--- src/rtl/servant_sleep_ctrl_if.sv ---
// ============================================================================
// servant_sleep_ctrl_if : request/status bundle between SoC, IRQ line and clock-gen
// Revision 1.0
// ============================================================================
`default_nettype none

interface servant_sleep_ctrl_if #(
   parameter int CNT_W = 32
);
   logic             i_sleep_req;
   logic             i_wakeup_req;
   logic             i_ext_irq;
   logic             i_cnt_clr;
   logic             o_clk_en;
   logic             o_sleeping;
   logic             o_wake_irq;
   logic [CNT_W-1:0] o_sleep_cycles;

   modport slave (
      input  i_sleep_req, i_wakeup_req, i_ext_irq, i_cnt_clr,
      output o_clk_en, o_sleeping, o_wake_irq, o_sleep_cycles
   );

   modport master (
      output i_sleep_req, i_wakeup_req, i_ext_irq, i_cnt_clr,
      input  o_clk_en, o_sleeping, o_wake_irq, o_sleep_cycles
   );
endinterface

`default_nettype wire

--- src/rtl/servant_sleep_ctrl.sv ---
// ============================================================================
// servant_sleep_ctrl : sleep/wake sequencer driving the gated Wishbone clock enable
// Revision 1.0
// ============================================================================
`default_nettype none

module servant_sleep_ctrl #(
   parameter int DRAIN_CYCLES = 4,
   parameter int WAKE_CYCLES  = 8,
   parameter int SYNC_STAGES  = 2,
   parameter int CNT_W        = 32
) (
   input  logic                 i_clk,
   input  logic                 i_rst_n,
   servant_sleep_ctrl_if.slave  bus
);
   localparam int CNT_MAX = (DRAIN_CYCLES > WAKE_CYCLES) ? DRAIN_CYCLES : WAKE_CYCLES;
   localparam int CW      = $clog2(CNT_MAX + 1);
   localparam logic [CW-1:0]    DRAIN_LOAD = CW'(DRAIN_CYCLES - 1);
   localparam logic [CW-1:0]    WAKE_LOAD  = CW'(WAKE_CYCLES - 1);
   localparam logic [CNT_W-1:0] CYC_SAT    = {CNT_W{1'b1}};

   typedef enum logic [1:0] {
      ST_RUN   = 2'd0,
      ST_DRAIN = 2'd1,
      ST_SLEEP = 2'd2,
      ST_WAKE  = 2'd3
   } state_t;

   state_t                 state, state_nx;
   logic [CW-1:0]          cnt, cnt_nx;
   logic                   cause, cause_nx;
   logic                   wake_irq_nx;
   logic [SYNC_STAGES-1:0] sync;
   logic                   prev;
   logic                   irq_s, wake_src, sleep_rise;
   logic                   clk_en, sleeping, wake_irq;
   logic [CNT_W-1:0]       cycles;

   assign irq_s      = sync[SYNC_STAGES-1];
   assign wake_src   = bus.i_wakeup_req | irq_s;
   assign sleep_rise = bus.i_sleep_req & ~prev;

   always_comb begin
      state_nx    = state;
      cnt_nx      = cnt;
      cause_nx    = cause;
      wake_irq_nx = 1'b0;
      case (state)
         ST_RUN: begin
            if (sleep_rise && !wake_src) begin
               state_nx = ST_DRAIN;
               cnt_nx   = DRAIN_LOAD;
            end
         end
         ST_DRAIN: begin
            if (wake_src) begin
               state_nx = ST_RUN;
            end else if (cnt == '0) begin
               state_nx = ST_SLEEP;
            end else begin
               cnt_nx = cnt - CW'(1);
            end
         end
         ST_SLEEP: begin
            if (wake_src) begin
               state_nx = ST_WAKE;
               cnt_nx   = WAKE_LOAD;
               cause_nx = irq_s;
            end
         end
         ST_WAKE: begin
            if (cnt == '0) begin
               state_nx    = ST_RUN;
               wake_irq_nx = cause;
               cause_nx    = 1'b0;
            end else begin
               cnt_nx = cnt - CW'(1);
            end
         end
         default: state_nx = ST_RUN;
      endcase
   end

   always_ff @(posedge i_clk) begin
      if (!i_rst_n) begin
         state    <= ST_RUN;
         cnt      <= '0;
         cause    <= 1'b0;
         sync     <= '0;
         // Track the request through reset so a level already high at release is not an edge.
         prev     <= bus.i_sleep_req;
         clk_en   <= 1'b1;
         sleeping <= 1'b0;
         wake_irq <= 1'b0;
         cycles   <= '0;
      end else begin
         state    <= state_nx;
         cnt      <= cnt_nx;
         cause    <= cause_nx;
         sync     <= {sync[SYNC_STAGES-2:0], bus.i_ext_irq};
         prev     <= bus.i_sleep_req;
         clk_en   <= (state_nx == ST_RUN) || (state_nx == ST_DRAIN);
         sleeping <= (state_nx == ST_SLEEP) || (state_nx == ST_WAKE);
         wake_irq <= wake_irq_nx;
         if (bus.i_cnt_clr) begin
            cycles <= '0;
         end else if (((state == ST_SLEEP) || (state == ST_WAKE)) && (cycles != CYC_SAT)) begin
            cycles <= cycles + CNT_W'(1);
         end
      end
   end

   assign bus.o_clk_en       = clk_en;
   assign bus.o_sleeping     = sleeping;
   assign bus.o_wake_irq     = wake_irq;
   assign bus.o_sleep_cycles = cycles;

endmodule

`default_nettype wire

--- src/flat_wrapper.sv ---
// flat-port wrapper written by rule: the top's interface ports become plain ports
module servant_sleep_ctrl_flat 
#(
   parameter int DRAIN_CYCLES = 4,
   parameter int WAKE_CYCLES  = 8,
   parameter int SYNC_STAGES  = 2,
   parameter int CNT_W        = 32
)
  (i_clk, i_rst_n, bus_i_sleep_req, bus_i_wakeup_req, bus_i_ext_irq, bus_i_cnt_clr, bus_o_clk_en, bus_o_sleeping, bus_o_wake_irq, bus_o_sleep_cycles);
  servant_sleep_ctrl_if #(.CNT_W(CNT_W)) bus_i ();
  input  logic i_clk;
  input  logic i_rst_n;
  input wire logic [$bits(bus_i.i_sleep_req)-1:0] bus_i_sleep_req;
  input wire logic [$bits(bus_i.i_wakeup_req)-1:0] bus_i_wakeup_req;
  input wire logic [$bits(bus_i.i_ext_irq)-1:0] bus_i_ext_irq;
  input wire logic [$bits(bus_i.i_cnt_clr)-1:0] bus_i_cnt_clr;
  output wire logic [$bits(bus_i.o_clk_en)-1:0] bus_o_clk_en;
  output wire logic [$bits(bus_i.o_sleeping)-1:0] bus_o_sleeping;
  output wire logic [$bits(bus_i.o_wake_irq)-1:0] bus_o_wake_irq;
  output wire logic [$bits(bus_i.o_sleep_cycles)-1:0] bus_o_sleep_cycles;
  assign bus_i.i_sleep_req = bus_i_sleep_req;
  assign bus_i.i_wakeup_req = bus_i_wakeup_req;
  assign bus_i.i_ext_irq = bus_i_ext_irq;
  assign bus_i.i_cnt_clr = bus_i_cnt_clr;
  assign bus_o_clk_en = bus_i.o_clk_en;
  assign bus_o_sleeping = bus_i.o_sleeping;
  assign bus_o_wake_irq = bus_i.o_wake_irq;
  assign bus_o_sleep_cycles = bus_i.o_sleep_cycles;
  servant_sleep_ctrl #(.DRAIN_CYCLES(DRAIN_CYCLES), .WAKE_CYCLES(WAKE_CYCLES), .SYNC_STAGES(SYNC_STAGES), .CNT_W(CNT_W)) u_core (.i_clk(i_clk), .i_rst_n(i_rst_n), .bus(bus_i));
endmodule
--- config.mk ---
export PLATFORM = sky130hd
export DESIGN_NAME = servant_sleep_ctrl_flat
export DESIGN_NICKNAME = d
export VERILOG_FILES = /design/src/rtl/servant_sleep_ctrl_if.sv /design/src/rtl/servant_sleep_ctrl.sv /design/src/flat_wrapper.sv
export SDC_FILE = /design/constraint.sdc
export NUM_CORES = 1
export LEC_CHECK = 0
export BUFFER_PORTS_ARGS = -buffer_cell sky130_fd_sc_hd__buf_4
export CORE_MARGIN = 2
export CORE_UTILIZATION = 55
export CTS_CLUSTER_DIAMETER = 50
export DETAILED_ROUTE_END_ITERATION = 8
export PLACE_DENSITY_LB_ADDON = 0.1
export SLEW_MARGIN = 15
export SYNTH_ARGS = -nofsm -noshare
export SYNTH_HDL_FRONTEND = slang
export SYNTH_SLANG_ARGS = --single-unit
--- constraint.sdc ---
create_clock -name i_clk -period 2.4 [get_ports i_clk]
set_input_delay 0 -clock i_clk [delete_from_list [all_inputs] [get_ports i_clk]]
set_output_delay 0 -clock i_clk [all_outputs]
set_load 0.01 [all_outputs]
# Word level (Yosys, flattened, before mapping)
# Index checks and enable logic that the tools add are counted.
# op_classes
add_sub_neg,2
n_eq_ne,11
n_mux,14
bitwise_logic,4
n_reduce_logical,14
# ops
cell,count
$add A32 B1 Y32 const B,1
$ne A32 B32 Y1 const B,1
$mux W4,4
$pmux W4 S4,1
$mux W2,5
$reduce_and A3 Y1,3
$eq A2 B2 Y1 const B,4
$pmux W2 S4,1
$ne A2 B1 Y1 const B,3
$eq A2 B1 Y1 const B,2
$logic_not A2 Y1,2
$logic_not A4 Y1,1
$sub A4 B1 Y4 const B,1
$logic_or A1 B1 Y1,3
$logic_and A1 B1 Y1,2
$mux W1,2
$ne A2 B2 Y1 const B,1
$not A1 Y1,2
$pmux W1 S2,1
$reduce_bool A2 Y1,1
$reduce_or A2 Y1,1
$and A1 B1 Y1,1
$logic_not A1 Y1,1
$or A1 B1 Y1,1
# word_totals
register_bits,45
inputBits,6
out_inout_bits,35

# Depth between registers and ports, before layout
# Gate-level depths: netlist (run 1).
# depth
ltp_word,7
depth_mapped,7
ltp_nobuf,7

# Least setup slack after synthesis (run 1)
# OpenSTA, ideal clock, no wires.
# synth_path
path_type,register to register
start,register u_core.cycles[14] (netlist: u_core.bus.o_sleep_cycles[14])
end,register u_core.cycles[0] (netlist: u_core.bus.o_sleep_cycles[0])
t_arrival_ns,1.895
setup_slack_ns,0.378
stages_incl_launch_ff,6
n_path_buf,0
period_less_slack_ns,2.022
path_cell_list,dfxtp_1 -> nand4_1 -> or4_4 -> o41ai_4 -> xor2_1 -> nor2_1
# synth_via
elab_chain_len,2
# synth_rtl
item,line,source
start: declaration,servant_sleep_ctrl.sv:38,logic [CNT_W-1:0] cycles;
start signal: assignment,servant_sleep_ctrl.sv:109,cycles <= cycles + CNT_W'(1);
$ne A32 B32 Y1,servant_sleep_ctrl.sv:108,end else if (((state == ST_SLEEP) || (state == ST_WAKE)) && (cycles != CYC_SAT)) begin
$logic_and A1 B1 Y1,servant_sleep_ctrl.sv:108,
# Every way passes these cells.
# A chain may end at the register's enable or synchronous reset.

# Final worst setup path (run 1)
# layout_path
start,register u_core.cycles[3] (netlist: u_core.bus.o_sleep_cycles[3])
end,register u_core.cycles[22] (netlist: u_core.bus.o_sleep_cycles[22])
# layout_via
elab_chain_len,2
word_cells_on_any_way,3
classes_between,add/sub: 1; eq/ne: 1; reduce/logical: 1
# layout_rtl
item
"parallel branches: the longest is 2 deep, another holds $add A32 B1 Y32"
# Several ways; the timed one is not identified.

==> metrics, run 1 <==
result of the run=finished clean; total of cells resized after clock tree synthesis=0; clk slew on worst S/H paths=90 ps; GRT Residual Overflow=0; kind of end point of the critical path=flop; CP startpoint kind=flop; IO buf count=40; number of detailed-route iterations in the first pass=4; global-route wire length before repair=8090 um; Data arrival, critical path=2250 ps; Antenna Nets Post-Route=0; Nets=315; Primary FF master, synth=dfxtp_1; f_max=481 MHz; accumulated negative setup slack=0 ps; Cell Area, Synth=2200 um^2; Total Wirelength=4870 um; die outline area=4530 um^2; kind of path behind the tightest hold check=input port to flop; Tot Pwr=1.41 mW; actual slew at the worst max-slew pin=655 ps; static power due to leakage=1.02 nW; number of flops mapped to enable cells by yosys=0; area overhead of the layout relative to synthesis=25.4%; sequential share of the synthesized area=40.9%; Core ar.=3740 um^2; routing usage on met1=28.4%; syn nets=263; Clock Latency Late Sink=300 ps; share of Yosys cell area claimed by the top area cell type=40.9%; per-cell routed wire length=13.7 um; Period minus WS final=2080 ps; die height=67.3 um; pin count of the biggest net entering global routing=17; worst slew slack as a fraction of its limit=56.3%; smallest hold slack=23.0 ps; detailed placement HPWL=3570 um; syn avg cell area=8.64 um^2; most repeated cell in the gate-level netlist after synthesis=dfxtp_1; number of warning messages in the yosys log=0; worst IR drop on VDD=436 uV; weighted congestion reported at the end of routability-driven placement=0.801; final hold violations=0; max capacitance violation total=0; number of standard cells after synthesis=255; largest fanout on the critical path=8; areal power density over the cells=511 nW/um^2; most utilized layer in the global route result=met2; unrepaired setup endpoints after global routing=false; vias in the first global route=1836; setup violators final=0; clock buffers created by TritonCTS=5; post-detailed-route DRC marker count=0; Synth cell types=47; share of the cycle needed by the critical path after routing=86.6%; non-filler cells, final=356; cell types occupying the most area after synthesis=dfxtp_1 (41%), nor2_1 (4.8%), a21oi_1 (3.4%); vias post-DR=2086; final design utilization=73.8%; Clock Skew=8.04 ps; Row Count=22; share of post-route cells with drive strength above 1=22.4%; maximum clock path buffer count=2; share of synthesized flip-flops with an asynchronous set or reset=0%; cell accounting for the most synthesized area=dfxtp_1; antenna diode count=0; Avg Vias per Cell=5.86; htree depth=2; number of top-level pins=41; antenna violations before repair=0; number of sinks handled by clock tree synthesis=45; Horiz. Die Dim=67.3 um; most instantiated cells after synthesis=dfxtp_1 (45), nor2_1 (28), nand2_1 (19); routing usage on met3=5.17%; number of cells after detailed placement=345; overall track demand over capacity in global routing=23.2%; starting utilization of the core area=58.8%; Initial DRC Count=134; root buffer selected by CTS=clkbuf_8; grt met2 use=39.4%; flip-flop and latch count after synthesis=45; required time reported for the critical path endpoint=2570 ps; Worst Setup Path Type=flop to flop; TritonCTS clock tree=built; number of slew-limit violations in the final report=0
## layer usage
metal	up-vias	share of wire (%)
met5	-	0
met1	975	46
met2	46	47
li1	1056	-
met4	0	1.6
met3	9	4.7
## critical path: stages (launching register included)
cell	delay [ps]
dfxtp_1	470
nand4_1	290
or3_1	570
a2111oi_2	400
xnor2_1	160
nor2_1	50
## flip-flops by register name, indices dropped and copies added (netlist names)
| signal | flops |
|---|---|
| u_core.state | 2 |
| u_core.cause | 1 |
| u_core.bus.o_sleep_cycles | 32 |
| u_core.prev | 1 |
| u_core.bus.o_clk_en | 1 |
| u_core.bus.o_sleeping | 1 |
| u_core.cnt | 4 |
| u_core.bus.o_wake_irq | 1 |
| u_core.sync | 2 |
## final timing paths
| kind | to | slack [ps] | start | cells after the start |
|---|---|---|---|---|
| worst max-delay path | u_core.bus.o_sleep_cycles[22]$_SDFFE_PP0P_ | 320 | u_core.bus.o_sleep_cycles[3]$_SDFFE_PP0P_ | 5 |
| worst min-delay path | u_core.bus.o_sleep_cycles[6]$_SDFFE_PP0P_ | 20 | bus_i_cnt_clr | 4 |
| worst max register to register | u_core.bus.o_sleep_cycles[22]$_SDFFE_PP0P_ | 320 | u_core.bus.o_sleep_cycles[3]$_SDFFE_PP0P_ | 5 |
| worst min register to register | u_core.sync[1]$_SDFF_PN0_ | 440 | u_core.sync[0]$_SDFF_PN0_ | 1 |
## cell usage in the layout (no fill, tap or decap), types with 4 or more instances in the layout
cell	n
buf_4	51
or4_1	10
o21ai_0	8
dfxtp_1	45
o31ai_1	7
nand3_1	13
nand4_1	12
nor3_1	5
nand2b_1	8
inv_1	4
nand2_1	19
a211oi_1	4
nor2_1	28
or3_1	7
xor2_1	5
a21oi_1	15
xnor2_1	7
clkbuf_8	6
## logic make-up after synthesis
logic type | Yosys count | synth area share, %
AOI/OAI and AO/OA | 56 | 18.2
muxes | 2 | 0.909
xor gates and xnor gates | 12 | 4.77
buffers and inverters | 13 | 2.22
DFF | 45 | 40.9
and+or+nand+nor | 125 | 31.8
adders and majority gates | 2 | 1.14
## stage by stage
stage                     setup slack (ps)  cell area [um^2]
after floorplan                        378              2200
after global placement                 415              2610
after detailed placement               371              2610
after CTS                              349              2760
after global routing                   183              2760
final                                  322              2760
## what timing repair did
item | 4_1_cts | 5_1_grt
hold buffers | 3 | 0
setup buffers | 0 | 0
hold endpoints to repair | 3 | 0
## layout make-up
class	count	area (um^2)
Multi-Input combinational cell	197	1250
Fill cell	294	982
Sequential cell	45	901
Timing Repair Buffer	54	413
Clock buffer	6	82.6
Tap cell	48	60.1
Clock inverter	2	37.5
Inverter	4	15.0
## where the power goes
part / total (mW) / internal (mW) / switching (mW)
Clock: 0.590 / 0.338 / 0.252
Combinational: 0.0581 / 0.0278 / 0.0304
Sequential: 0.761 / 0.754 / 0.00718
Total: 1.41 / 1.12 / 0.289
No activity file was read; power rests on OpenSTA's default activity.
==> run 2, diff against run 1 <==
Settings changed: CORE_UTILIZATION 55 to 45.
==> run 2 against run 1 <==
Total power decreased by 6.1%. Sequential cell count unchanged. Design area about the same. Cell count increased by 5.1%. Sequential power about the same. Register-to-register slack got worse by 60 ps. Clock skew decreased by 2.1 ps. Via count decreased by 1.7%. Global-route usage decreased by 4.2 points. Clock power decreased by 15%. Die area increased by 21%. Critical path type unchanged. Largest cell class unchanged. Highest routed layer unchanged.
==> metrics, run 2 (synthesized netlist as in run 1, its figures left out) <==
GRT Residual Overflow=0 (unchanged); kind of path behind the tightest hold check=input port to flop (unchanged); unrepaired setup endpoints after global routing=false (unchanged); Worst Setup Path Type=flop to flop (unchanged); post-detailed-route DRC marker count=0 (unchanged); Data arrival, critical path=2290 ps (was 2250 ps); pin count of the biggest net entering global routing=16 (was 17); Initial DRC Count=130 (was 134); worst IR drop on VDD=370 uV (was 436 uV); Clock Latency Late Sink=290 ps (was 300 ps); number of slew-limit violations in the final report=0 (unchanged); crit path buf inv count=0 (unchanged); die outline area=5470 um^2 (was 4530 um^2); die height=74.0 um (was 67.3 um); Period minus WS final=2140 ps (was 2080 ps); most used cells in the layout excluding fill and tap cells=buf_4 (50), dfxtp_1 (45), nor2_1 (28), nand2_1 (19), a21oi_1 (15) (was buf_4 (51), dfxtp_1 (45), nor2_1 (28), nand2_1 (19), a21oi_1 (15)); cell family with the largest share of critical-path delay=simple AND/OR/NAND/NOR gates (unchanged); setup violators final=0 (unchanged); worst slew slack as a fraction of its limit=59.6% (was 56.3%); global-route wire length before repair=8010 um (was 8090 um); max capacitance violation total=0 (unchanged); overall track demand over capacity in global routing=19.0% (was 23.2%); clock buffers created by TritonCTS=5 (unchanged); maximum clock path buffer count=2 (unchanged); CP startpoint kind=flop (unchanged); per-cell routed wire length=13.6 um (was 13.7 um); smallest hold slack=32.6 ps (was 23.0 ps); min setup slack post-route=260 ps (was 322 ps); accumulated negative setup slack=0 ps (unchanged); final hold violations=0 (unchanged); Avg Vias per Cell=5.48 (was 5.86); post-CTS setup buffer count=0 (unchanged); Clock Skew=5.95 ps (was 8.04 ps); required time reported for the critical path endpoint=2550 ps (was 2570 ps); kind of end point of the critical path=flop (unchanged); Setup crit end=u_core.bus.o_sleep_cycles[25]$_SDFFE_PP0P_ (was u_core.bus.o_sleep_cycles[22]$_SDFFE_PP0P_); number of flip-flops in the largest register=32 (unchanged); IO buf count=40 (unchanged); FF-to-FF End=u_core.bus.o_sleep_cycles[25]$_SDFFE_PP0P_ (was u_core.bus.o_sleep_cycles[22]$_SDFFE_PP0P_); r2r worst-path depth=5 (unchanged); root buffer selected by CTS=clkbuf_8 (unchanged); actual slew at the worst max-slew pin=606 ps (was 655 ps); Row Count=25 (was 22); Core ar.=4720 um^2 (was 3740 um^2); largest fanout on the critical path=8 (unchanged); worst hold stages=4 (unchanged); Total Wirelength=5100 um (was 4870 um); share of the cycle needed by the critical path after routing=89.2% (was 86.6%); vias post-DR=2051 (was 2086); f_max=467 MHz (was 481 MHz); htree depth=2 (unchanged); CP Cell Sequence=nand4_1 -> or4_4 -> nor3_2 -> or4_1 -> a21oi_1 (was nand4_1 -> or3_1 -> a2111oi_2 -> xnor2_1 -> nor2_1); weighted congestion reported at the end of routability-driven placement=0.835 (was 0.801); number of top-level pins=41 (unchanged); Worst path depth=5 (unchanged); antenna violations before repair=0 (unchanged); detailed placement HPWL=3680 um (was 3570 um); slack of the worst reg-to-reg path=260 ps (was 320 ps); Register Area=901 um^2 (unchanged); slowest CP cell=or4_4 (was or3_1); area overhead of the layout relative to synthesis=25.3% (was 25.4%); result of the run=finished clean (unchanged); minimum setup slack after placement=276 ps (was 371 ps); number of detailed-route iterations in the first pass=4 (unchanged); number of sinks handled by clock tree synthesis=45 (unchanged); Nets=314 (was 315); TritonCTS clock tree=built (unchanged); starting utilization of the core area=46.6% (was 58.8%); share of post-route cells with drive strength above 1=22.1% (was 22.4%); most common cell after layout, fill and taps aside=buf_4 (unchanged); delay of the slowest cell on the worst path=640 ps (was 570 ps); Fill cells=455 (was 294); antenna diode count=0 (unchanged); static power due to leakage=1.01 nW (was 1.02 nW); reg-to-reg critical path startpoint=u_core.bus.o_sleep_cycles[15]$_SDFFE_PP0P_ (was u_core.bus.o_sleep_cycles[3]$_SDFFE_PP0P_); footprint of the multi-input gates=1250 um^2 (unchanged); Horiz. Die Dim=74.0 um (was 67.3 um); Antenna Nets Post-Route=0 (unchanged); worst setup path startpoint=u_core.bus.o_sleep_cycles[15]$_SDFFE_PP0P_ (was u_core.bus.o_sleep_cycles[3]$_SDFFE_PP0P_); areal power density over the cells=480 nW/um^2 (was 511 nW/um^2); clk slew on worst S/H paths=80 ps (was 90 ps); vias in the first global route=1711 (was 1836)
[run 2: how the worst min path moves through the flow]
stage / start / end / slack (ps)
3_3_place_gp: bus_i_sleep_req / u_core.prev$_DFF_P_ / 110
5_1_grt: bus_i_cnt_clr / u_core.bus.o_sleep_cycles[6]$_SDFFE_PP0P_ / 60
2_1_floorplan: bus_i_sleep_req / u_core.prev$_DFF_P_ / 30
4_1_cts: bus_i_cnt_clr / u_core.bus.o_sleep_cycles[6]$_SDFFE_PP0P_ / 40
3_5_place_dp: bus_i_sleep_req / u_core.prev$_DFF_P_ / 110
6_report: bus_i_cnt_clr / u_core.bus.o_sleep_cycles[6]$_SDFFE_PP0P_ / 30
[run 2: repair_timing]
| item | 4_1_cts | 5_1_grt |
|---|---|---|
| resized for setup | 0 | 0 |
| hold buffers | 3 | 0 |
| endpoints found under the hold margin | 3 | 0 |
[run 2: metal layers]
metal  vias up  global-route usage (%)  wire length [um]
li1       1054                       -                 -
met1       954                    25.3              2450
met2        36                    30.4              2360
met3         7                    5.01               236
met4         0                    5.45                56
met5         -                       0                 0
[run 2: tightest hold or removal path: stages]
cell and delay [ps]:
buf_4 80, nor2b_1 60, nand2b_1 70, mux2i_1 60
[run 2: stage by stage]
step,instances,power (mW),utilization [%],cell area [um^2]
4_1_cts,374,1.35,58.4,2760
3_5_place_dp,363,0.836,55.6,2630
5_1_grt,374,1.39,58.4,2760
2_1_floorplan,255,0.814,-,2200
3_3_place_gp,363,0.835,55.6,2630
6_report,374,1.32,58.4,2760
[run 2: where the power goes]
part           switching, mW  internal [mW]
clock                  0.242          0.260
combinational         0.0325         0.0287
sequential           0.00601          0.754
total                  0.280           1.04
[run 2: layout make-up]
class	count	area share [%]
tap	67	3.04
clock buffer	7	3.49
clock inverter	1	0.181
inverter	4	0.544
multi-input combinational	197	45.4
sequential	45	32.7
timing repair buffer	53	14.7
